$ cat src/rtl/mem_arbiter_if.sv
// Bundle of every non-clock/reset signal of the unified 8-bit memory arbiter:
// the IF and LS requester handshakes, the IO back-pressure flag and the
// byte-wide RAM/IO port.
interface mem_arbiter_if;
  logic        rdy;
  logic        if_req;
  logic [31:0] if_addr;
  logic        if_done;
  logic [31:0] if_data;
  logic        flush;
  logic        ls_req;
  logic        ls_wr;
  logic [1:0]  ls_size;
  logic [31:0] ls_addr;
  logic [31:0] ls_wdata;
  logic        ls_done;
  logic [31:0] ls_rdata;
  logic        io_buffer_full;
  logic [7:0]  mem_din;
  logic [7:0]  mem_dout;
  logic [31:0] mem_a;
  logic        mem_wr;

  // Arbiter side: owns the memory port and the done/data returns.
  modport master (
    input  rdy, if_req, if_addr, flush, ls_req, ls_wr, ls_size, ls_addr,
           ls_wdata, io_buffer_full, mem_din,
    output if_done, if_data, ls_done, ls_rdata, mem_dout, mem_a, mem_wr
  );

  // Requesters plus memory side.
  modport slave (
    output rdy, if_req, if_addr, flush, ls_req, ls_wr, ls_size, ls_addr,
           ls_wdata, io_buffer_full, mem_din,
    input  if_done, if_data, ls_done, ls_rdata, mem_dout, mem_a, mem_wr
  );
endinterface

$ cat src/rtl/mem_arbiter.sv
// Sole owner of the 8-bit unified RAM/IO port. Shares it between the
// instruction-fetch unit and the load/store unit, walking multi-byte
// transfers one byte per cycle and packing/unpacking little-endian words.
// A read byte returns on mem_din one cycle after its address, so reads
// finish two edges after the last address; writes finish one edge after.
module mem_arbiter #(
  parameter logic [31:0] IO_BASE = 32'h00030000
) (
  input logic         clk,
  input logic         rst,
  mem_arbiter_if.master bus
);

  localparam logic [1:0] S_IDLE  = 2'd0;
  localparam logic [1:0] S_IF_RD = 2'd1;
  localparam logic [1:0] S_LS_RD = 2'd2;
  localparam logic [1:0] S_LS_WR = 2'd3;

  // Replace byte idx of a word.
  function automatic logic [31:0] put_byte(input logic [31:0] word,
                                           input logic [1:0]  idx,
                                           input logic [7:0]  b);
    logic [31:0] w;
    w = word;
    case (idx)
      2'd0:    w[7:0]   = b;
      2'd1:    w[15:8]  = b;
      2'd2:    w[23:16] = b;
      default: w[31:24] = b;
    endcase
    return w;
  endfunction

  // Extract byte idx of a word.
  function automatic logic [7:0] get_byte(input logic [31:0] word,
                                          input logic [1:0]  idx);
    logic [7:0] b;
    case (idx)
      2'd0:    b = word[7:0];
      2'd1:    b = word[15:8];
      2'd2:    b = word[23:16];
      default: b = word[31:24];
    endcase
    return b;
  endfunction

  // Transfer length in bytes; the illegal size 3 is handled as a word.
  function automatic logic [2:0] size_bytes(input logic [1:0] size);
    logic [2:0] n;
    case (size)
      2'd0:    n = 3'd1;
      2'd1:    n = 3'd2;
      default: n = 3'd4;
    endcase
    return n;
  endfunction

  logic [1:0]  state_r;
  logic [2:0]  cnt_r;      // edges taken since the grant edge
  logic [2:0]  nbytes_r;
  logic [31:0] base_r;
  logic [31:0] wdata_r;
  logic [31:0] mem_a_r;
  logic [7:0]  mem_dout_r;
  logic        wr_r;
  logic        if_done_r;
  logic        ls_done_r;
  logic [31:0] if_data_r;
  logic [31:0] ls_rdata_r;

  logic        io_stall_s;
  logic [31:0] addr_next_s;
  logic [1:0]  cap_idx_s;
  logic [31:0] rd_word_s;
  logic        last_rd_s;

  // IO write blocked this cycle; the byte being offered is held, not lost.
  assign io_stall_s  = (state_r == S_LS_WR) && (mem_a_r >= IO_BASE) && bus.io_buffer_full;
  assign addr_next_s = base_r + {29'd0, cnt_r};
  // At edge E_c the byte addressed two edges earlier (c-2) is on mem_din.
  assign cap_idx_s   = cnt_r[1:0] - 2'd2;
  assign rd_word_s   = put_byte((state_r == S_IF_RD) ? if_data_r : ls_rdata_r,
                                cap_idx_s, bus.mem_din);
  assign last_rd_s   = (cnt_r == (nbytes_r + 3'd1));

  assign bus.mem_a    = mem_a_r;
  assign bus.mem_dout = mem_dout_r;
  assign bus.mem_wr   = wr_r & bus.rdy & ~io_stall_s;
  assign bus.if_done  = if_done_r;
  assign bus.if_data  = if_data_r;
  assign bus.ls_done  = ls_done_r;
  assign bus.ls_rdata = ls_rdata_r;

  // Grant, byte sequencing, data assembly and done pulses; rdy low freezes all.
  always_ff @(posedge clk) begin
    if (rst) begin
      state_r    <= S_IDLE;
      cnt_r      <= 3'd0;
      nbytes_r   <= 3'd0;
      base_r     <= 32'd0;
      wdata_r    <= 32'd0;
      mem_a_r    <= 32'd0;
      mem_dout_r <= 8'd0;
      wr_r       <= 1'b0;
      if_done_r  <= 1'b0;
      ls_done_r  <= 1'b0;
      if_data_r  <= 32'd0;
      ls_rdata_r <= 32'd0;
    end else if (bus.rdy) begin
      if_done_r <= 1'b0;
      ls_done_r <= 1'b0;
      case (state_r)
        S_IDLE: begin
          // Holding off while a done is visible lets the requester drop req.
          if (!if_done_r && !ls_done_r) begin
            if (bus.ls_req) begin
              base_r   <= bus.ls_addr;
              wdata_r  <= bus.ls_wdata;
              nbytes_r <= size_bytes(bus.ls_size);
              mem_a_r  <= bus.ls_addr;
              cnt_r    <= 3'd1;
              if (bus.ls_wr) begin
                mem_dout_r <= bus.ls_wdata[7:0];
                wr_r       <= 1'b1;
                state_r    <= S_LS_WR;
              end else begin
                ls_rdata_r <= 32'd0;
                state_r    <= S_LS_RD;
              end
            end else if (bus.if_req && !bus.flush) begin
              base_r    <= bus.if_addr;
              nbytes_r  <= 3'd4;
              mem_a_r   <= bus.if_addr;
              cnt_r     <= 3'd1;
              if_data_r <= 32'd0;
              state_r   <= S_IF_RD;
            end else begin
              state_r <= S_IDLE;
            end
          end else begin
            state_r <= S_IDLE;
          end
        end
        S_IF_RD, S_LS_RD: begin
          if ((state_r == S_IF_RD) && bus.flush) begin
            // Redirect wins even over a completing fetch: no if_done.
            state_r <= S_IDLE;
            mem_a_r <= 32'd0;
            cnt_r   <= 3'd0;
          end else begin
            if (cnt_r < nbytes_r) begin
              mem_a_r <= addr_next_s;
            end else begin
              mem_a_r <= mem_a_r;
            end
            if (cnt_r >= 3'd2) begin
              if (state_r == S_IF_RD) begin
                if_data_r <= rd_word_s;
              end else begin
                ls_rdata_r <= rd_word_s;
              end
            end else begin
              cnt_r <= cnt_r;
            end
            if (last_rd_s) begin
              if (state_r == S_IF_RD) begin
                if_done_r <= 1'b1;
              end else begin
                ls_done_r <= 1'b1;
              end
              state_r <= S_IDLE;
              cnt_r   <= 3'd0;
            end else begin
              cnt_r <= cnt_r + 3'd1;
            end
          end
        end
        S_LS_WR: begin
          if (!io_stall_s) begin
            if (cnt_r == nbytes_r) begin
              wr_r      <= 1'b0;
              ls_done_r <= 1'b1;
              state_r   <= S_IDLE;
              cnt_r     <= 3'd0;
            end else begin
              mem_a_r    <= addr_next_s;
              mem_dout_r <= get_byte(wdata_r, cnt_r[1:0]);
              cnt_r      <= cnt_r + 3'd1;
            end
          end else begin
            cnt_r <= cnt_r;
          end
        end
        default: begin
          state_r <= S_IDLE;
        end
      endcase
    end else begin
      state_r <= state_r;
    end
  end

endmodule

$ cat src/flat_wrapper.sv
// flat-port wrapper written by rule: the top's interface ports become plain ports
module mem_arbiter_flat 
#(
  parameter logic [31:0] IO_BASE = 32'h00030000
)
  (clk, rst, bus_rdy, bus_if_req, bus_if_addr, bus_flush, bus_ls_req, bus_ls_wr, bus_ls_size, bus_ls_addr, bus_ls_wdata, bus_io_buffer_full, bus_mem_din, bus_if_done, bus_if_data, bus_ls_done, bus_ls_rdata, bus_mem_dout, bus_mem_a, bus_mem_wr);
  mem_arbiter_if bus_i ();
  input logic clk;
  input logic rst;
  input wire logic [$bits(bus_i.rdy)-1:0] bus_rdy;
  input wire logic [$bits(bus_i.if_req)-1:0] bus_if_req;
  input wire logic [$bits(bus_i.if_addr)-1:0] bus_if_addr;
  input wire logic [$bits(bus_i.flush)-1:0] bus_flush;
  input wire logic [$bits(bus_i.ls_req)-1:0] bus_ls_req;
  input wire logic [$bits(bus_i.ls_wr)-1:0] bus_ls_wr;
  input wire logic [$bits(bus_i.ls_size)-1:0] bus_ls_size;
  input wire logic [$bits(bus_i.ls_addr)-1:0] bus_ls_addr;
  input wire logic [$bits(bus_i.ls_wdata)-1:0] bus_ls_wdata;
  input wire logic [$bits(bus_i.io_buffer_full)-1:0] bus_io_buffer_full;
  input wire logic [$bits(bus_i.mem_din)-1:0] bus_mem_din;
  output wire logic [$bits(bus_i.if_done)-1:0] bus_if_done;
  output wire logic [$bits(bus_i.if_data)-1:0] bus_if_data;
  output wire logic [$bits(bus_i.ls_done)-1:0] bus_ls_done;
  output wire logic [$bits(bus_i.ls_rdata)-1:0] bus_ls_rdata;
  output wire logic [$bits(bus_i.mem_dout)-1:0] bus_mem_dout;
  output wire logic [$bits(bus_i.mem_a)-1:0] bus_mem_a;
  output wire logic [$bits(bus_i.mem_wr)-1:0] bus_mem_wr;
  assign bus_i.rdy = bus_rdy;
  assign bus_i.if_req = bus_if_req;
  assign bus_i.if_addr = bus_if_addr;
  assign bus_i.flush = bus_flush;
  assign bus_i.ls_req = bus_ls_req;
  assign bus_i.ls_wr = bus_ls_wr;
  assign bus_i.ls_size = bus_ls_size;
  assign bus_i.ls_addr = bus_ls_addr;
  assign bus_i.ls_wdata = bus_ls_wdata;
  assign bus_i.io_buffer_full = bus_io_buffer_full;
  assign bus_i.mem_din = bus_mem_din;
  assign bus_if_done = bus_i.if_done;
  assign bus_if_data = bus_i.if_data;
  assign bus_ls_done = bus_i.ls_done;
  assign bus_ls_rdata = bus_i.ls_rdata;
  assign bus_mem_dout = bus_i.mem_dout;
  assign bus_mem_a = bus_i.mem_a;
  assign bus_mem_wr = bus_i.mem_wr;
  mem_arbiter #(.IO_BASE(IO_BASE)) u_core (.clk(clk), .rst(rst), .bus(bus_i));
endmodule
$ cat config.mk
export PLATFORM = sky130hd
export DESIGN_NAME = mem_arbiter_flat
export DESIGN_NICKNAME = d
export VERILOG_FILES = /design/src/rtl/mem_arbiter_if.sv /design/src/rtl/mem_arbiter.sv /design/src/flat_wrapper.sv
export SDC_FILE = /design/constraint.sdc
export NUM_CORES = 1
export LEC_CHECK = 0
export CAP_MARGIN = 30
export CORE_UTILIZATION = 52
export CTS_BUF_LIST = sky130_fd_sc_hd__clkbuf_2
export DETAILED_ROUTE_END_ITERATION = 7
export PLACE_DENSITY = 0.83
export SLEW_MARGIN = 20
export SYNTH_ARGS = -nofsm -noshare
export SYNTH_HDL_FRONTEND = slang
export SYNTH_SLANG_ARGS = --single-unit
$ cat constraint.sdc
create_clock -name clk -period 2.4 [get_ports clk]
set_input_delay 0.48 -clock clk [delete_from_list [all_inputs] [get_ports clk]]
set_output_delay 0.48 -clock clk [all_outputs]
set_load 0.05 [all_outputs]
==> reports/qor.yml <==
drtIter0Drc: 830
grt_use_total_pct: 28.4
slew_headroom_pct: 61.3
setup_violations: 1
core_mm2: 0.0180
fillers: 1462
area_delta_synth_final_pct: 30.1
holdWs_ns: 0.0789
num_antenna_cells: 0
multi_input_area_mm2: 0.00555
fin_cells: 1551
crit_arrival_ns: 2.18
p_leak_nw: 5.48
max_freq_mhz: 376
power_density_mw_per_mm2: 558
clkTransAtPathRegs_ns: 0.26
place_congestion: 0.881
num_rows: 49
drive_gt1_share_pct: 13.4
fin_ws_ns: -0.258
critical_path.max_fanout: 2
hp-class: "input pin to flip-flop"
netlist_instances: 1095
worst_ep_required_time_ns: 1.92
startpoint_type: "flip-flop"
finalCriticalPeriod_ns: 2.66
io_pins: 221
die_h_um: 137
drtPass1Iterations: 7
period_share_pct: 111
dieArea_mm2: 0.0189
postRouteAntennaNets: 0
tightest_slew_ns: 0.581
avgSynthCellArea_um2: 8.71
root_buffer: "clkbuf_2"
viasPerCell: 5.87
grt_pass1_vias: 8469
grt_pass1_wl_um: 42100
die_w_um: 137
yosysSeqAreaShare_pct: 37.6
crit_type: "flip-flop to primary output"
start_util_pct: 53.1
htree_levels: 4
postLayoutCoreUtil_pct: 69.1
syn_area_mm2: 0.00954
skew_ns: 0.0399
hpwl_um: 19300
slew_violations: 0
yosysUniqueCellTypes: 64
async_flop_share_pct: 0
io_buffers: 220
rsz0062_at_grt: "true"
cts_buffers: 17
nNetsFinal: 1442
yosys-top-cells-area: "dfxtp_1 38%, mux2i_1 15%, nor2_1 7.0%"
violations: "negative setup slack"
numClockSinks: 179
cts_hold_buf: 0
clockBufferDepth: 2
clock_latency_ns: 0.73
synth_top_area_share_pct: 37.6
vias: 9099
regArea_mm2: 0.00360
crit_path_end_kind: "primary output"
drv_cap: 0
synth_common_cells: "179 x dfxtp_1, 179 x nor2_1, 140 x mux2i_1, 91 x nand2_1, 74 x a211oi_1"
synth_edf_count: 0
cts_tree: "yes"
synth-main-ff-cell: "dfxtp_1"
ys_ff_latch: 179
yosys.area.top_type: "dfxtp_1"
syn_nets: 1228
overflow: 0
yosysWarnings: 0
outcome: "finished with violations"
routedWlPerCell_um: 17.5
grt_start_max_net_pins: 43
hold_viol: 0
remaining_drc_errors: 0
antenna_found_initial: 1
wl_um: 27100
placedCellCount: 1513
ir_drop_v: 0.000367
-- state kept, by name, indices dropped and copies added (netlist names), 2 cells and up --
signal               flops
u_core.nbytes_r          3
u_core.bus.mem_a        32
u_core.bus.mem_dout      8
u_core.wdata_r          32
u_core.bus.ls_rdata     32
u_core.base_r           32
u_core.cnt_r             3
u_core.state_r           2
u_core.bus.if_data      32
-- worst max-delay path, cell delays in order, from the launching register on --
cell and delay [ns]:
dfxtp_4 0.41, nor4_4 0.29, a41oi_2 0.22, buf_6 0.18, nor3b_4 0.17, buf_6 0.19
-- metrics by stage --
stage,setup slack (ns),total power (W),instance area (um2),setup TNS (ns)
floorplan,0.0199,0.00480,9540,0
global placement,-0.114,0.00560,12200,-1.86
detailed placement,-0.202,0.00564,12200,-2.71
CTS,-0.281,0.00693,12400,-0.281
global route,-0.388,0.00724,12400,-0.388
finish,-0.258,0.00692,12400,-0.258
-- area by class of cell --
type                       count  share of cell area, %
clock inverter                13                  0.706
multi-input combinational    807                   44.7
sequential                   179                   29.0
inverter                      16                  0.484
clock buffer                  19                  0.766
timing repair buffer         288                   22.0
tap                          229                   2.31
-- layer usage --
metal	part of all wire, %	vias to the layer above	global-route usage [%]
met5	0.041	-	0
met4	2.6	2	10.7
met3	8.9	58	7.84
met2	47	360	46.5
met1	41	4288	35.2
li1	-	4391	-
-- cells in the final DEF, fill, tap and decap left out, types with 8 or more instances in the layout --
master and instances:
nor2_1 179, dfxtp_1 168, mux2i_1 140, clkdlybuf4s50_1 111, dlygate4sd2_1 106, nand2_1 90
a211oi_1 73, buf_4 56, a21oi_1 50, a31oi_1 37, mux2_2 33, o21ai_0 27
nor3_1 23, clkbuf_2 19, ha_1 18, inv_1 14, o21a_1 12, buf_12 12
nand3_1 11, nand4_1 11, dfxtp_2 9, o311a_1 8, xnor2_1 8, a222oi_1 8
-- cells by family after synthesis --
family | Yosys count | synth area share (%)
flip-flops | 179 | 37.6
buffers and inverters | 109 | 5.16
AND/OR/NAND/NOR | 361 | 17.1
AO/OA/AOI/OAI | 243 | 17.8
XOR/XNOR | 11 | 1.17
adder cells (fa/ha/maj) | 19 | 2.57
multiplexers | 173 | 18.6
-- where the power goes --
| group | leakage (nW) | internal (W) | switching, W | total (W) |
|---|---|---|---|---|
| Clock | 0.112 | 0.000273 | 0.00105 | 0.00132 |
| Combinational | 3.90 | 0.000904 | 0.00132 | 0.00223 |
| Sequential | 1.46 | 0.00319 | 0.000186 | 0.00337 |
| Total | 5.48 | 0.00436 | 0.00256 | 0.00692 |
-- final timing paths --
check                               startpoint                                 end  slack (ns)  cells after the start
max reg2reg       u_core.cnt_r[0]$_SDFFE_PP0P_   u_core.bus.mem_a[28]$_SDFFE_PP0P_        0.10                      8
max          u_core.bus.mem_a[27]$_SDFFE_PP0P_                          bus_mem_wr       -0.26                      5
min                                        rst  u_core.bus.if_data[1]$_SDFFE_PP0P_        0.08                      2
min reg2reg    u_core.wdata_r[24]$_SDFFE_PP0P_     u_core.wdata_r[24]$_SDFFE_PP0P_        0.47                      2
-- timing repair --
action | in CTS | in global routing
pin swaps | 3 | 1
setup buffers | 6 | 0
endpoints found under the setup margin | 109 | 7
gates resized for setup | 127 | 5
No activity file was read; power rests on OpenSTA's default activity.
